### config.mk
export PLATFORM = sky130hd
export DESIGN_NAME = cam_pattern_gen_flat
export DESIGN_NICKNAME = d
export VERILOG_FILES = /design/src/rtl/cam_pattern_gen_if.sv /design/src/rtl/cam_pattern_gen.sv /design/src/flat_wrapper.sv
export SDC_FILE = /design/constraint.sdc
export NUM_CORES = 1
export LEC_CHECK = 0
export BUFFER_PORTS_ARGS = -buffer_cell sky130_fd_sc_hd__buf_2
export CORE_MARGIN = 2
export CORE_UTILIZATION = 42
export DETAILED_ROUTE_END_ITERATION = 6
export GPL_TIMING_DRIVEN = 0
export PLACE_DENSITY_LB_ADDON = 0.2
export SYNTH_ARGS = -nofsm -noshare
export SYNTH_HDL_FRONTEND = slang
export SYNTH_SLANG_ARGS = --single-unit
export TNS_END_PERCENT = 20
### constraint.sdc
create_clock -name CAM_PCLK -period 6.11 [get_ports CAM_PCLK]
set_input_delay 1.5275 -clock CAM_PCLK [delete_from_list [all_inputs] [get_ports CAM_PCLK]]
set_output_delay 1.5275 -clock CAM_PCLK [all_outputs]
set_load 0.005 [all_outputs]
### src/rtl/cam_pattern_gen_if.sv
// Camera-side bus of the synthetic OV7670-style source: run/pattern controls in, sync, pixel and frame status out.
interface cam_pattern_gen_if;
    logic        en;
    logic [1:0]  pattern_sel;
    logic [11:0] solid_rgb;
    logic        CAM_VSYNC;
    logic        CAM_HREF;
    logic [7:0]  CAM_px_data;
    logic        frame_done;
    logic [7:0]  frame_cnt;

    modport master (
        input  en, pattern_sel, solid_rgb,
        output CAM_VSYNC, CAM_HREF, CAM_px_data, frame_done, frame_cnt
    );

    modport slave (
        output en, pattern_sel, solid_rgb,
        input  CAM_VSYNC, CAM_HREF, CAM_px_data, frame_done, frame_cnt
    );
endinterface

### src/rtl/cam_pattern_gen.sv
// Synthetic camera source: VSYNC/HREF framing with RGB444 two-byte pixels from selectable test patterns.
//  state  | meaning
//  IDLE   | stopped, all outputs low, waits for en
//  VSYNC  | frame sync high for VS_W cycles, pattern controls latched on entry
//  VBP    | vertical back porch, VB_W cycles
//  LINE   | HREF high, 2*H_PIX bytes of one line
//  HBLANK | HREF low, HB_W cycles after every line
//  VFP    | vertical front porch, VF_W cycles (VF_W >= 2), frame_done on last cycle
module cam_pattern_gen #(
    parameter int H_PIX   = 160,
    parameter int V_LINES = 120,
    parameter int VS_W    = 6,
    parameter int VB_W    = 20,
    parameter int HB_W    = 24,
    parameter int VF_W    = 20
) (
    input  logic              CAM_PCLK,
    input  logic              rst,
    cam_pattern_gen_if.master bus
);
    localparam logic [15:0] T_VS   = 16'(VS_W - 1);
    localparam logic [15:0] T_VB   = 16'(VB_W - 1);
    localparam logic [15:0] T_LINE = 16'(2 * H_PIX - 1);
    localparam logic [15:0] T_HB   = 16'(HB_W - 1);
    localparam logic [15:0] T_VF   = 16'(VF_W - 1);
    localparam logic [9:0]  BAR_W  = 10'(H_PIX / 8);
    localparam logic [9:0]  LAST_Y = 10'(V_LINES - 1);

    typedef enum logic [2:0] {S_IDLE, S_VSYNC, S_VBP, S_LINE, S_HBLANK, S_VFP} state_t;

    state_t      r_state;
    logic [15:0] r_tmr;
    logic [9:0]  r_x;
    logic [9:0]  r_y;
    logic [11:0] r_idx;
    logic        r_ph;
    logic [7:0]  r_lo;
    logic [1:0]  r_sel;
    logic [11:0] r_solid;
    logic        r_vsync;
    logic        r_href;
    logic [7:0]  r_data;
    logic        r_done;
    logic [7:0]  r_fcnt;

    logic [3:0]  w_y0;
    logic [11:0] w_first;
    logic [11:0] w_nxt;

    function automatic logic [11:0] pix(input logic [9:0] x, input logic [3:0] y4,
                                        input logic [11:0] idx, input logic [1:0] sel,
                                        input logic [11:0] solid);
        logic [2:0]  b;
        logic [11:0] v;
        b = 3'(x / BAR_W);
        case (sel)
            2'd0:    v = {{4{b[2]}}, {4{b[1]}}, {4{b[0]}}};
            2'd1:    v = solid;
            2'd2:    v = {x[3:0], y4, x[7:4]};
            default: v = idx;
        endcase
        return v;
    endfunction

    // First pixel of the line about to start; r_idx already points past the previous line.
    assign w_y0    = (r_state == S_HBLANK) ? r_y[3:0] + 4'd1 : r_y[3:0];
    assign w_first = pix(10'd0, w_y0, r_idx, r_sel, r_solid);
    assign w_nxt   = pix(r_x + 10'd1, r_y[3:0], r_idx + 12'd1, r_sel, r_solid);

    always_ff @(posedge CAM_PCLK) begin
        if (rst) begin
            r_state <= S_IDLE;
            r_tmr   <= '0;
            r_x     <= '0;
            r_y     <= '0;
            r_idx   <= '0;
            r_ph    <= 1'b0;
            r_lo    <= '0;
            r_sel   <= '0;
            r_solid <= '0;
            r_vsync <= 1'b0;
            r_href  <= 1'b0;
            r_data  <= '0;
            r_done  <= 1'b0;
            r_fcnt  <= '0;
        end else begin
            r_done <= 1'b0;
            case (r_state)
                S_IDLE: begin
                    if (bus.en) begin
                        r_state <= S_VSYNC;
                        r_vsync <= 1'b1;
                        r_tmr   <= T_VS;
                        r_y     <= '0;
                        r_idx   <= '0;
                        r_sel   <= bus.pattern_sel;
                        r_solid <= bus.solid_rgb;
                    end
                end
                S_VSYNC: begin
                    if (r_tmr == 16'd0) begin
                        r_state <= S_VBP;
                        r_vsync <= 1'b0;
                        r_tmr   <= T_VB;
                    end else begin
                        r_tmr <= r_tmr - 16'd1;
                    end
                end
                S_VBP, S_HBLANK: begin
                    if (r_tmr != 16'd0) begin
                        r_tmr <= r_tmr - 16'd1;
                    end else if (r_state == S_HBLANK && r_y == LAST_Y) begin
                        r_state <= S_VFP;
                        r_tmr   <= T_VF;
                    end else begin
                        if (r_state == S_HBLANK) r_y <= r_y + 10'd1;
                        r_state <= S_LINE;
                        r_href  <= 1'b1;
                        r_tmr   <= T_LINE;
                        r_x     <= '0;
                        r_ph    <= 1'b0;
                        r_data  <= {4'h0, w_first[11:8]};
                        r_lo    <= w_first[7:0];
                    end
                end
                S_LINE: begin
                    if (r_tmr == 16'd0) begin
                        r_state <= S_HBLANK;
                        r_href  <= 1'b0;
                        r_data  <= '0;
                        r_idx   <= r_idx + 12'd1;
                        r_tmr   <= T_HB;
                    end else begin
                        r_tmr <= r_tmr - 16'd1;
                        if (!r_ph) begin
                            r_data <= r_lo;
                            r_ph   <= 1'b1;
                        end else begin
                            r_x    <= r_x + 10'd1;
                            r_idx  <= r_idx + 12'd1;
                            r_ph   <= 1'b0;
                            r_data <= {4'h0, w_nxt[11:8]};
                            r_lo   <= w_nxt[7:0];
                        end
                    end
                end
                S_VFP: begin
                    if (r_tmr != 16'd0) begin
                        r_tmr <= r_tmr - 16'd1;
                        if (r_tmr == 16'd1) begin
                            r_done <= 1'b1;
                            r_fcnt <= r_fcnt + 8'd1;
                        end
                    end else if (bus.en) begin
                        r_state <= S_VSYNC;
                        r_vsync <= 1'b1;
                        r_tmr   <= T_VS;
                        r_y     <= '0;
                        r_idx   <= '0;
                        r_sel   <= bus.pattern_sel;
                        r_solid <= bus.solid_rgb;
                    end else begin
                        r_state <= S_IDLE;
                    end
                end
                default: r_state <= S_IDLE;
            endcase
        end
    end

    assign bus.CAM_VSYNC   = r_vsync;
    assign bus.CAM_HREF    = r_href;
    assign bus.CAM_px_data = r_data;
    assign bus.frame_done  = r_done;
    assign bus.frame_cnt   = r_fcnt;
endmodule
### src/flat_wrapper.sv
// flat-port wrapper written by rule: the top's interface ports become plain ports
module cam_pattern_gen_flat 
#(
    parameter int H_PIX   = 160,
    parameter int V_LINES = 120,
    parameter int VS_W    = 6,
    parameter int VB_W    = 20,
    parameter int HB_W    = 24,
    parameter int VF_W    = 20
)
  (CAM_PCLK, rst, bus_en, bus_pattern_sel, bus_solid_rgb, bus_CAM_VSYNC, bus_CAM_HREF, bus_CAM_px_data, bus_frame_done, bus_frame_cnt);
  cam_pattern_gen_if bus_i ();
  input  logic CAM_PCLK;
  input  logic rst;
  input wire logic [$bits(bus_i.en)-1:0] bus_en;
  input wire logic [$bits(bus_i.pattern_sel)-1:0] bus_pattern_sel;
  input wire logic [$bits(bus_i.solid_rgb)-1:0] bus_solid_rgb;
  output wire logic [$bits(bus_i.CAM_VSYNC)-1:0] bus_CAM_VSYNC;
  output wire logic [$bits(bus_i.CAM_HREF)-1:0] bus_CAM_HREF;
  output wire logic [$bits(bus_i.CAM_px_data)-1:0] bus_CAM_px_data;
  output wire logic [$bits(bus_i.frame_done)-1:0] bus_frame_done;
  output wire logic [$bits(bus_i.frame_cnt)-1:0] bus_frame_cnt;
  assign bus_i.en = bus_en;
  assign bus_i.pattern_sel = bus_pattern_sel;
  assign bus_i.solid_rgb = bus_solid_rgb;
  assign bus_CAM_VSYNC = bus_i.CAM_VSYNC;
  assign bus_CAM_HREF = bus_i.CAM_HREF;
  assign bus_CAM_px_data = bus_i.CAM_px_data;
  assign bus_frame_done = bus_i.frame_done;
  assign bus_frame_cnt = bus_i.frame_cnt;
  cam_pattern_gen #(.H_PIX(H_PIX), .V_LINES(V_LINES), .VS_W(VS_W), .VB_W(VB_W), .HB_W(HB_W), .VF_W(VF_W)) u_core (.CAM_PCLK(CAM_PCLK), .rst(rst), .bus(bus_i));
endmodule
After elaboration in Yosys (flattened, before gate mapping)
Index checks and enable logic that the tools add are counted.
{"block": "op_classes", "addsub": 6, "div_mod_pow": 1, "n_eq_ne": 19, "mux": 63, "bitwise": 2, "reduce_logical": 23}
{"op": "case mux 12 bit (3 select lines)", "count": 3}
{"op": "two-way mux 10 bit", "count": 9}
{"op": "two-way mux 16 bit", "count": 5}
{"op": "case mux 16 bit (5 select lines)", "count": 1}
{"op": "two-way mux 12 bit", "count": 6}
{"op": "two-way mux 8 bit", "count": 8}
{"op": "case mux 8 bit (2 select lines)", "count": 2}
{"op": "case mux 10 bit (3 select lines)", "count": 1}
{"op": "case mux 12 bit (2 select lines)", "count": 1}
{"op": "adder 10 x 1 -> 10 bit (second input constant)", "count": 2}
{"op": "case mux 10 bit (2 select lines)", "count": 1}
{"op": "two-way mux 3 bit", "count": 6}
{"op": "== test 16 x 1 -> 1 bit (second input constant)", "count": 1}
{"op": "zero test 16 bit", "count": 1}
{"op": "nonzero test 16 bit", "count": 1}
{"op": "subtractor 16 x 1 -> 16 bit (second input constant)", "count": 1}
{"op": "case mux 3 bit (5 select lines)", "count": 1}
{"op": "AND reduction 5 bit", "count": 3}
{"op": "adder 12 x 1 -> 12 bit (second input constant)", "count": 1}
{"op": "AND reduction 3 bit", "count": 4}
{"op": "two-way mux 1 bit", "count": 11}
{"op": "divider 10 x 5 -> 10 bit (second input constant)", "count": 1}
{"op": "== test 10 x 7 -> 1 bit (second input constant)", "count": 1}
{"op": "!= test 2 bit (second input constant)", "count": 5}
{"op": "other kinds (26)", "count": 38}
{"block": "word_totals", "reg_bits": 93, "inputBits": 17, "output_inout_bits": 19, "elab_cells": 128}

Depth between registers and ports, before layout
Gate-level depths: netlist of the first run.
{"block": "depth", "ltp_word": 6, "ltp_mapped": 12, "mapped_depth_nobuf": 10}

Worst setup path before layout of the first run
OpenSTA, ideal clock, no wires.
{"block": "synth_path", "path_type": "reg-to-reg", "from": "reg u_core.r_x[0]", "to": "reg u_core.r_lo[3]", "setup_ps": 79, "arrival_ps": 2965, "required_ps": 6031, "path_slack_ps": 3066, "stages_incl_launch_ff": 13, "n_path_buf": 2, "period_less_slack_ps": 3044, "path_cell_list": "dfxtp_1 -> ha_1 -> clkbuf_1 -> nand4_1 -> or3_4 -> o211a_1 -> buf_6 -> nor4_4 -> nor3_2 -> and3_4 -> o31a_1 -> a221o_1 -> a211oi_2"}
{"block": "synth_via", "elab_chain_cells": 6}
{"item": "start: declaration", "line_no": "cam_pattern_gen.sv:33", "source": "logic [9:0] r_x;"}
{"item": "start signal: assignment", "line_no": "cam_pattern_gen.sv:139", "source": "r_x <= r_x + 10'd1;"}
{"item": "adder 10 x 1 -> 10 bit (*)", "line_no": "cam_pattern_gen.sv:68", "source": "assign w_nxt = pix(r_x + 10'd1, r_y[3:0], r_idx + 12'd1, r_sel, r_solid);"}
{"item": "divider 10 x 5 -> 10 bit", "line_no": "cam_pattern_gen.sv:55", "source": "b = 3'(x / BAR_W);"}
{"item": "case mux 12 bit (3 select lines) (*)", "line_no": "cam_pattern_gen.sv:56", "source": "case (sel)"}
{"item": "two-way mux 8 bit (*)", "line_no": "cam_pattern_gen.sv:135", "source": "if (!r_ph) begin"}
{"item": "two-way mux 8 bit (*)", "line_no": "cam_pattern_gen.sv:127", "source": "if (r_tmr == 16'd0) begin"}
{"item": "case mux 8 bit (2 select lines) (*)", "line_no": "cam_pattern_gen.sv:88", "source": "case (r_state)"}
{"item": "end signal: assignment", "line_no": "cam_pattern_gen.sv:123", "source": "r_lo <= w_first[7:0];"}
{"item": "end signal: assignment", "line_no": "cam_pattern_gen.sv:143", "source": "r_lo <= w_nxt[7:0];"}
{"item": "end: declaration", "line_no": "cam_pattern_gen.sv:37", "source": "logic [7:0] r_lo;"}
Mark *: on every way between the ends. The rest lies on a longest branch, timed or not. The select of a mux whose other input is x is not followed.
A chain may end at the register's enable or synchronous reset.

Worst setup path after layout of the first run
{"block": "layout_path", "from": "reg u_core.r_x[0]", "to": "reg u_core.r_data[1], in the netlist u_core.bus.CAM_px_data[1]"}
{"block": "layout_via", "elab_chain_cells": 6}
{"item": "adder 10 x 1 -> 10 bit (*)", "line_no": "cam_pattern_gen.sv:68"}
{"item": "divider 10 x 5 -> 10 bit", "line_no": "cam_pattern_gen.sv:55"}
{"item": "case mux 12 bit (3 select lines) (*)", "line_no": "cam_pattern_gen.sv:56"}
{"item": "two-way mux 8 bit (*)", "line_no": "cam_pattern_gen.sv:135"}
{"item": "two-way mux 8 bit (*)", "line_no": "cam_pattern_gen.sv:127"}
{"item": "case mux 8 bit (2 select lines) (*)", "line_no": "cam_pattern_gen.sv:88"}
{"item": "end signal: assignment", "line_no": "cam_pattern_gen.sv:122", "source": "r_data <= {4'h0, w_first[11:8]};"}
{"item": "end signal: assignment", "line_no": "cam_pattern_gen.sv:136", "source": "r_data <= r_lo;"}
{"item": "end signal: assignment", "line_no": "cam_pattern_gen.sv:142", "source": "r_data <= {4'h0, w_nxt[11:8]};"}
{"item": "end: declaration", "line_no": "cam_pattern_gen.sv:42", "source": "logic [7:0] r_data;"}
Mark *: on every way between the ends. The rest lies on a longest branch, timed or not.

==> summary.md, run 1 <==
| Metric | Value |
|---|---|
| Status | finished clean |
| DIE AREA | 14500 sq um |
| Port bufs | 35 |
| Sequential share of the synthesized area | 0.328 |
| Peak supply drop | 0.188 mV |
| Remaining global-route overflow | 0 |
| Clock slew at reported path FFs | 70 ps |
| Maxcap violations | 0 |
| Distinct cells, synth | 65 |
| Share of synthesized registers carrying an async set or reset | 0 |
| Final core utilization | 0.483 |
| TritonRoute pass-1 iters | 7 |
| CP Cell Sequence | ha_1, clkbuf_1, nand4_1, or3_4, nand2_1, o22ai_1, o31ai_2, nand3_1, mux4_2, a211oi_1, nor3_1 |
| Most frequent cells in the layout | 123 x nor2_1, 93 x dfxtp_1, 64 x a21oi_1, 57 x nand2_1, 46 x buf_2 |
| Wire per inst | 17.3 microns |
| Share of cells above drive strength 1 | 0.110 |
| Postcts setup bufs | 0 |
| Max Slew Vio Count | 0 |
| Leak | 2.32 nW |
| Initial antenna violation count | 0 |
| Slowest CP cell | dfxtp_1 |
| Metal-1 WL | 8040 microns |
| RSZ-0062 raised after global routing | no |
| Routed wire length | 16700 microns |
| CTS tree | built |
| Clk buf depth | 2 |
| Crit Path Class | register to register |
| Post-DRT Antenna Nets | 0 |
| Row cnt | 42 |
| Clock Sinks | 93 |
| DIE WIDTH | 120 microns |
| Most common cell after layout, fill and taps aside | nor2_1 |
| Via Count | 5616 |
| Number of synthesized register bits | 93 |
| Post-Layout Inst Area | 6390 sq um |
| H-tree depth | 3 |
| TritonCTS Buffers | 9 |
| Worst path max stage delay | 550 ps |
| Area after DPL | 6070 sq um |
| Initial DRC count | 516 |
| Drt drc | 0 |
| Highest routed layer | met4 |
| Initial Util | 0.429 |
| Worst Setup End Kind | register |
| Area grow syn2layout | 12.6% |
| Crit start category | register |
| Hold buffers post-CTS | 0 |
| Number of synthesized flops with an enable pin | 0 |
| Top-Level Pins | 36 |
| Gr usage total | 0.230 |
| Final setup vio count | 0 |
| CP Data Arrival Time | 3930 ps |
| Gate Count Post-Synth | 739 |
| Required @ worst endpoint | 6340 ps |
| WL met2 | 7580 microns |
| Power per cell area | 384 nW/um^2 |
| Nets@finish | 810 |
| Core area | 13200 sq um |
| Syn_nets | 764 |
| Routability congestion estimate | 0.920 |
| Worst Skew | 6.92 ps |
| Top achievable clock speed | 270 MHz |
| Largest net degree at the start of global routing | 19 |
| Post-route minimum period | 3710 ps |
| CTS root buf | clkbuf_16 |
| Worst-Margin Slew | 834 ps |
| Crit share post-route | 0.607 |
| Worst-path fanout max | 10 |
| Routed wl met3 | 837 microns |
| Worst-Skew Late Latency | 360 ps |
| Hold Violations, Final | 0 |
| HPWL after DPL | 12400 microns |
| Hold WC Path Type | register to register |
| Yosys warns | 0 |
| Worst slew margin | 0.439 |
| N_diodes | 0 |
| Prevailing post-synth register cell | dfxtp_1 |
| Global-route wire length before repair | 26400 microns |
| Avg Vias per Cell | 5.81 |
| Total negative slack | 0 ps |
| Vias in the first global route | 5039 |
| Die height | 120 microns |
| Avg Inst Size Synth | 7.68 sq um |
| Synthesized area | 5680 sq um |
| Post-CTS resize count | 0 |
==> path summary, 6_finish.rpt <==
path                                startpoint                                     end  slack [ps]  cells after the start
setup / recovery    u_core.r_x[0]$_SDFFE_PP0P_  u_core.bus.CAM_px_data[1]$_SDFFE_PP0P_        2400                     11
hold / removal    u_core.r_tmr[5]$_SDFFE_PP0P_            u_core.r_tmr[5]$_SDFFE_PP0P_         480                      2
setup reg to reg    u_core.r_x[0]$_SDFFE_PP0P_  u_core.bus.CAM_px_data[1]$_SDFFE_PP0P_        2400                     11
hold reg to reg   u_core.r_tmr[5]$_SDFFE_PP0P_            u_core.r_tmr[5]$_SDFFE_PP0P_         480                      2
==> per-stage QoR <==
step / instances / setup slack, ps / hold WS [ps] / power [mW]
3_5_place_dp: 950 / 2480 / 471 / 1.84
6_report: 966 / 2400 / 482 / 2.45
5_1_grt: 966 / 2160 / 507 / 2.61
3_3_place_gp: 950 / 2520 / 468 / 1.82
4_1_cts: 966 / 2480 / 482 / 2.44
2_1_floorplan: 739 / 3070 / 445 / 1.57
==> cells in the mapped netlist, types with 10 or more instances <==
cell type / count / area, sq um
nor2_1: 123 / 462
a22oi_1: 10 / 75.1
mux2i_1: 22 / 220
nand3_1: 22 / 110
xor2_1: 18 / 158
and3_1: 12 / 75.1
xnor2_1: 23 / 201
inv_1: 13 / 48.8
buf_2: 11 / 55.1
nand2_1: 57 / 214
clkbuf_1: 33 / 124
a211oi_1: 20 / 150
a21oi_1: 64 / 320
a221oi_1: 10 / 87.6
dfxtp_1: 93 / 1860
nor3_1: 19 / 95.1
o21ai_0: 40 / 200
==> registers in the layout, summed over array words and instances, names as in the netlist, 3 cells and up <==
register,cells
u_core.r_idx,12
u_core.r_state,3
u_core.r_tmr,16
u_core.bus.frame_cnt,8
u_core.r_solid,12
u_core.r_y,10
u_core.bus.CAM_px_data,8
u_core.r_x,10
u_core.r_lo,8
==> critical path: cells and delay by family, from the launching register on <==
| family | cells | cell delay [ps] |
|---|---|---|
| compound gates | 3 | 860 |
| buf+inv | 1 | 380 |
| fa+ha+maj | 1 | 210 |
| mux | 1 | 500 |
| flops | 1 | 550 |
| simple gates | 5 | 1070 |
==> layout make-up <==
| class | instances | area [sq um] |
|---|---|---|
| buffer | 51 | 220 |
| clock buffer | 9 | 225 |
| clock inverter | 7 | 92.6 |
| fill | 1351 | 6850 |
| inverter | 15 | 56.3 |
| multi-input combinational | 580 | 3540 |
| sequential | 93 | 1860 |
| tap | 176 | 220 |
| timing repair buffer | 35 | 175 |
==> cell families (layout without fill, tap and decap cells) <==
family | after synthesis | count (layout) | synth area share
compound gates | 200 | 200 | 0.225
xor+xnor | 41 | 41 | 0.0632
fa+ha+maj | 9 | 9 | 0.0194
buf+inv | 66 | 117 | 0.0487
flops | 93 | 93 | 0.328
mux | 24 | 24 | 0.0467
simple gates | 306 | 306 | 0.269
==> layer usage <==
layer  vias to the layer above  global-route usage
met5                         -                   0
met4                         0              0.0705
met3                        18              0.0401
met2                       164               0.362
met1                      2684               0.323
li1                       2750                   -
==> report_power, final <==
| group | leakage [nW] | total [mW] | switching [mW] | internal, mW |
|---|---|---|---|---|
| sequential | 0.754 | 0.791 | 0.0943 | 0.697 |
| combinational | 1.41 | 1.06 | 0.699 | 0.359 |
| clock | 0.155 | 0.604 | 0.275 | 0.328 |
Note: power is estimated with default switching activity, not from simulation.
==> run 2, diff against run 1 <==
--- a/config.mk
+++ b/config.mk
@@ -5,6 +5,7 @@
 export SDC_FILE = /design/constraint.sdc
 export NUM_CORES = 1
 export LEC_CHECK = 0
+export ABC_AREA = 1
 export BUFFER_PORTS_ARGS = -buffer_cell sky130_fd_sc_hd__buf_2
 export CORE_MARGIN = 2
 export CORE_UTILIZATION = 42
==> constraint.sdc (replaced) <==
create_clock -name CAM_PCLK -period 3.8 [get_ports CAM_PCLK]
set_input_delay 0.95 -clock CAM_PCLK [delete_from_list [all_inputs] [get_ports CAM_PCLK]]
set_output_delay 0.95 -clock CAM_PCLK [all_outputs]
set_load 0.005 [all_outputs]
==> summary.md, run 2 <==
| Metric | Value |
|---|---|
| Status | finished clean |
| TritonCTS Buffers | 9 |
| DIE WIDTH | 118 microns |
| Prevailing post-synth register cell | dfxtp_1 |
| Worst-Margin Slew | 782 ps |
| Syn_nets | 840 |
| Highest routed layer | met4 |
| Power per cell area | 682 nW/um^2 |
| Most frequent cell after synthesis | nand2_1 |
| Vias in the first global route | 5025 |
| Initial Util | 0.431 |
| Hold WC Path Type | register to register |
| Cell accounting for the most synthesized area | dfxtp_1 |
| Flip-flop count of the largest register after layout | 16 |
| Number of synthesized flops with an enable pin | 0 |
| Most frequent CP cell | nand2_1 |
| Post-route minimum period | 3270 ps |
| CTS root buf | clkbuf_16 |
| Initial DRC count | 387 |
| Clock Sinks | 93 |
| WL met2 | 6720 microns |
| Share of synthesized registers carrying an async set or reset | 0 |
| Gate Count Post-Synth | 815 |
| Routed wl met3 | 747 microns |
| Sequential share of the synthesized area | 0.341 |
| Design Power | 4.17 mW |
| Avg Inst Size Synth | 6.70 sq um |
| Post-DRT Antenna Nets | 0 |
| Remaining global-route overflow | 0 |
| Area after DPL | 5850 sq um |
| TritonRoute pass-1 iters | 5 |
| Largest net degree at the start of global routing | 14 |
| Crit Path Class | register to register |
| Hold Violations, Final | 0 |
| DIE AREA | 13900 sq um |
| Top reg by flops | u_core.r_tmr |
| Top-Level Pins | 36 |
| Worst Setup End Kind | register |
| Post-synth top area share | 0.341 |
| Avg Vias per Cell | 5.34 |
| Core area | 12700 sq um |
| Initial antenna violation count | 0 |
| CP Data Arrival Time | 3500 ps |
| Postcts setup bufs | 0 |
| Final setup vio count | 0 |
| Min Hold Slack | 460 ps |
| Via Count | 5527 |
| Yosys warns | 0 |
| Total negative slack | 0 ps |
| Worst slew margin | 0.477 |
| Crit path max-delay family | simple AND/OR/NAND/NOR gates |
| Peak supply drop | 0.407 mV |
| Crit start category | register |
| Global-route wire length before repair | 24700 microns |
| Worst-path fanout max | 6 |
| H-tree depth | 3 |
| Share of cells above drive strength 1 | 0.105 |
| Routability congestion estimate | 0.896 |
| CTS tree | built |
| Die height | 118 microns |
| Largest regs | u_core.r_tmr x16, u_core.r_idx x12, u_core.r_solid x12 |
| Most common cell after layout, fill and taps aside | nand2_1 |
| Post-CTS resize count | 0 |
| Area grow syn2layout | 11.9% |
| Ranking of synthesized cells by area | dfxtp_1 34%, nand2_1 10%, a21oi_1 8.0%, inv_1 7.1%, nor2_1 6.6% |
| Max Slew Vio Count | 0 |
| Most frequent cells after synthesis | 149 x nand2_1, 104 x inv_1, 96 x nor2_1, 93 x dfxtp_1, 87 x a21oi_1 |
| Drt drc | 0 |
| N_diodes | 0 |
| Worst Skew | 9.80 ps |
| Number of synthesized register bits | 93 |
| Required @ worst endpoint | 4030 ps |
| Maxcap violations | 0 |
| Metal-1 WL | 7370 microns |
| Gr usage total | 0.220 |
| Worst-Skew Late Latency | 350 ps |
| CP Cell Sequence | ha_1, nand2_1, nor2_1, nand3_1, nand2_1, inv_1, a21oi_1, nand3_1, nand3_2, nand2_4, nand2_1, nand3_2, nand2_4, nand2_2, nand2_2, nand3_2, nand2_1, nand2_1, nand2_1, o211ai_1, nand2_1, a21oi_1 |
| Wire per inst | 14.7 microns |
| Crit share post-route | 0.860 |
| Slowest CP cell | dfxtp_1 |
| Worst path max stage delay | 480 ps |
| Top achievable clock speed | 306 MHz |
| Routed wire length | 15200 microns |
| Nets@finish | 885 |
| Final core utilization | 0.483 |
| Distinct cells, synth | 47 |
| Hold buffers post-CTS | 0 |
| Leak | 2.64 nW |
| Clk buf depth | 2 |
| Clock slew at reported path FFs | 60 ps |
| Most frequent cells in the layout | 149 x nand2_1, 104 x inv_1, 96 x nor2_1, 93 x dfxtp_1, 87 x a21oi_1 |
| RSZ-0062 raised after global routing | no |
| Row cnt | 41 |
| Synthesized area | 5460 sq um |
| CP bufs+invs | 1 |
| HPWL after DPL | 11400 microns |
| Port bufs | 34 |
| Post-Layout Inst Area | 6110 sq um |
## run 2: changes by cell type after synthesis, sizes merged, moves of 11 or more
cell	delta
buf	-13
o211ai	+16
a21oi	+29
nand2	+104
xnor2	-20
inv	+94
o21ai	+21
nor2	-23
clkbuf	-16
or3	-11
mux2i	-22
a211oi	-13
nand3	+13
## run 2: layer usage
layer | GRT usage | vias to the layer above
met2 | 0.346 | 160
met3 | 0.0446 | 25
met1 | 0.298 | 2516
met5 | 0 | -
met4 | 0.0813 | 0
li1 | - | 2826
## run 2: path summary, 6_finish.rpt
path	start	slack [ps]	to	depth (start not counted)
setup reg to reg	u_core.r_x[0]$_SDFFE_PP0P_	530	u_core.r_lo[7]$_SDFFE_PP0P_	22
hold / removal	u_core.bus.frame_cnt[7]$_SDFFE_PP0P_	460	u_core.bus.frame_cnt[7]$_SDFFE_PP0P_	1
setup / recovery	u_core.r_x[0]$_SDFFE_PP0P_	530	u_core.r_lo[7]$_SDFFE_PP0P_	22
hold reg to reg	u_core.bus.frame_cnt[7]$_SDFFE_PP0P_	460	u_core.bus.frame_cnt[7]$_SDFFE_PP0P_	1
## run 2: layout make-up
type / instances / area, sq um
multi-input cells: 590 / 3100
clock inverters: 2 / 10.0
fillers: 1359 / 6560
repair buffers: 34 / 170
plain buffers: 22 / 87.6
clock buffers: 12 / 256
inverters: 110 / 413
flip-flops and latches: 93 / 1860
well taps: 172 / 215
## run 2: stage by stage
step                setup slack (ps)  cells
floorplan                       1160    815
global placement                 594   1021
detailed placement               586   1021
CTS                              579   1035
global route                     169   1035
finish                           531   1035
## run 2: kinds of logic (layout without fill, tap and decap cells)
kind of cell	Yosys count	in the layout	synth area share
buffers and inverters	132	180	0.0916
AO/OA/AOI/OAI	222	222	0.238
AND/OR/NAND/NOR	339	339	0.276
XOR/XNOR	21	21	0.0350
flip-flops	93	93	0.341
adder cells (fa/ha/maj)	8	8	0.0183
## run 2: power by group
group / internal (mW) / total (mW) / switching [mW] / leakage [nW]
Sequential: 1.25 / 1.47 / 0.226 / 0.757
Clock: 0.470 / 0.838 / 0.368 / 0.134
Combinational: 0.603 / 1.86 / 1.26 / 1.75
Total: 2.32 / 4.17 / 1.85 / 2.64
## run 2: worst register-to-register path, stage by stage, from the launching register on
cell      delay, ps
dfxtp_1         480
ha_1            270
nand2_1          70
nor2_1          170
nand3_1         100
nand2_1         160
inv_1           120
a21oi_1         280
nand3_1         180
nand3_2         160
nand2_4          80
nand2_1          90
nand3_2         110
nand2_4          90
nand2_2          70
nand2_2          80
nand3_2          70
nand2_1          80
nand2_1          50
nand2_1         180
o211ai_1        130
nand2_1          80
a21oi_1          60
==> run 3, diff against run 2 <==
--- a/config.mk
+++ b/config.mk
@@ -11,7 +11,7 @@
 export CORE_UTILIZATION = 42
 export DETAILED_ROUTE_END_ITERATION = 6
 export GPL_TIMING_DRIVEN = 0
-export PLACE_DENSITY_LB_ADDON = 0.2
+export PLACE_DENSITY_LB_ADDON = 0.3
 export SYNTH_ARGS = -nofsm -noshare
 export SYNTH_HDL_FRONTEND = slang
 export SYNTH_SLANG_ARGS = --single-unit
==> summary.md, run 3 (synthesis results as in run 2) <==
| Metric | Value |
|---|---|
| Initial antenna violation count | 0 |
| Most common cell after layout, fill and taps aside | nand2_1 |
| Hold buffers post-CTS | 0 |
| Slowest CP cell | dfxtp_1 |
| Crit share post-route | 0.846 |
| Flip-flop count of the largest register after layout | 16 |
| Die height | 118 microns |
| Avg Vias per Cell | 5.32 |
| Hold WC Path Type | register to register |
| Remaining global-route overflow | 0 |
| Postcts setup bufs | 0 |
| DIE AREA | 13900 sq um |
| Crit Path Class | register to register |
| Share of cells above drive strength 1 | 0.104 |
| CTS tree | built |
| Nets@finish | 885 |
| Hold Violations, Final | 0 |
| Worst Skew | 8.42 ps |
| RSZ-0062 raised after global routing | no |
| Gr usage total | 0.219 |
| Worst-Skew Late Latency | 360 ps |
| CTS root buf | clkbuf_16 |
| DIE WIDTH | 118 microns |
| Clock slew at reported path FFs | 60 ps |
| FILL cells | 1333 |
| Routability congestion estimate | 0.930 |
| Routed wire length | 14900 microns |
| Core area | 12700 sq um |
| Area grow syn2layout | 12.6% |
| Peak supply drop | 0.414 mV |
| Clk buf depth | 2 |
| Worst path max stage delay | 480 ps |
| N_diodes | 0 |
| Post-route minimum period | 3210 ps |
| Largest net degree at the start of global routing | 14 |
| Worst-Margin Slew | 805 ps |
| Worst Setup End Kind | register |
| Leak | 2.66 nW |
| Most frequent CP cell | nand2_1 |
| Global-route wire length before repair | 24500 microns |
| Initial DRC count | 501 |
| Port bufs | 34 |
| Total negative slack | 0 ps |
| Status | finished clean |
| Row cnt | 41 |
| Drt drc | 0 |
| TritonRoute pass-1 iters | 5 |
| Worst slew margin | 0.462 |
| Top-Level Pins | 36 |
| Post-DRT Antenna Nets | 0 |
| Post-CTS resize count | 0 |
| Top achievable clock speed | 311 MHz |
| TritonCTS Buffers | 9 |
| H-tree depth | 3 |
| Via Count | 5498 |
| Vias in the first global route | 5114 |
| CP Cell Sequence | ha_1, nand2_1, nor2_1, nand3_1, nand2_1, inv_1, a21oi_1, nand3_1, nand3_2, nand2_4, nand2_1, nand3_2, nand2_4, nand2_2, nand2_2, nand3_2, nand2_1, nand2_1, nand2_1, nand2_1, o211ai_1, a21oi_1 |
| HPWL after DPL | 11100 microns |
| Clock Sinks | 93 |
| Max Slew Vio Count | 0 |
| Required @ worst endpoint | 4040 ps |
| Crit start category | register |
| CP Data Arrival Time | 3450 ps |
| Final setup vio count | 0 |
| Largest regs | u_core.r_tmr x16, u_core.r_idx x12, u_core.r_solid x12 |
| Initial Util | 0.431 |
| Maxcap violations | 0 |
| Most frequent cells in the layout | 149 x nand2_1, 104 x inv_1, 96 x nor2_1, 93 x dfxtp_1, 87 x a21oi_1 |
| Design Power | 4.28 mW |
| Power per cell area | 697 nW/um^2 |
| Top reg by flops | u_core.r_tmr |
| Worst-path fanout max | 6 |
| Wire per inst | 14.4 microns |
[run 3: cell count changes in the layout (fill, tap and decap cells not counted)]
cell / delta
bufinv_16: +2
clkinv_2: -2
clkbuf_8: -1
[run 3: metrics by stage]
step | instance area (sq um) | std cells | util | setup slack, ps | hold WS (ps)
2_1_floorplan | 5460 | 815 | - | 1160 | 430
3_3_place_gp | 5850 | 1021 | 0.462 | 644 | 442
3_5_place_dp | 5850 | 1021 | 0.462 | 602 | 441
4_1_cts | 6150 | 1034 | 0.485 | 592 | 451
5_1_grt | 6150 | 1034 | 0.485 | 178 | 480
6_report | 6150 | 1034 | 0.485 | 587 | 448
[run 3: worst max-delay path, delay by kind of cell, from the launching register on]
family / cells / cell delay, ps
AOI/OAI and AO/OA: 3 / 430
DFF: 1 / 480
buffers and inverters: 1 / 110
and+or+nand+nor: 17 / 1800
adders and majority gates: 1 / 280
[run 3: final timing paths]
kind	start	end	slack (ps)	depth (start not counted)
worst min-delay path	u_core.bus.frame_cnt[7]$_SDFFE_PP0P_	u_core.bus.frame_cnt[7]$_SDFFE_PP0P_	450	1
worst max register to register	u_core.r_x[0]$_SDFFE_PP0P_	u_core.r_lo[4]$_SDFFE_PP0P_	590	22
worst min register to register	u_core.bus.frame_cnt[7]$_SDFFE_PP0P_	u_core.bus.frame_cnt[7]$_SDFFE_PP0P_	450	1
worst max-delay path	u_core.r_x[0]$_SDFFE_PP0P_	u_core.r_lo[4]$_SDFFE_PP0P_	590	22
[run 3: where the power goes]
part | internal (mW) | switching [mW] | total [mW]
Sequential | 1.25 | 0.228 | 1.47
Clock | 0.583 | 0.374 | 0.957
Combinational | 0.603 | 1.25 | 1.85
Total | 2.43 | 1.85 | 4.28
[run 3: final cells by class]
class | count | area (sq um) | area share
multi-input combinational | 590 | 3100 | 0.504
sequential | 93 | 1860 | 0.303
inverter | 110 | 413 | 0.0671
clock buffer | 11 | 243 | 0.0395
tap | 172 | 215 | 0.0350
timing repair buffer | 34 | 170 | 0.0277
buffer | 22 | 87.6 | 0.0142
clock inverter | 2 | 60.1 | 0.00976
[run 3: metal layers]
| metal | share of wire | global-route usage | wire (microns) |
|---|---|---|---|
| met5 | 0 | 0 | 0 |
| met2 | 0.44 | 0.339 | 6500 |
| met1 | 0.48 | 0.297 | 7100 |
| met3 | 0.069 | 0.0567 | 1020 |
| met4 | 0.017 | 0.0663 | 256 |
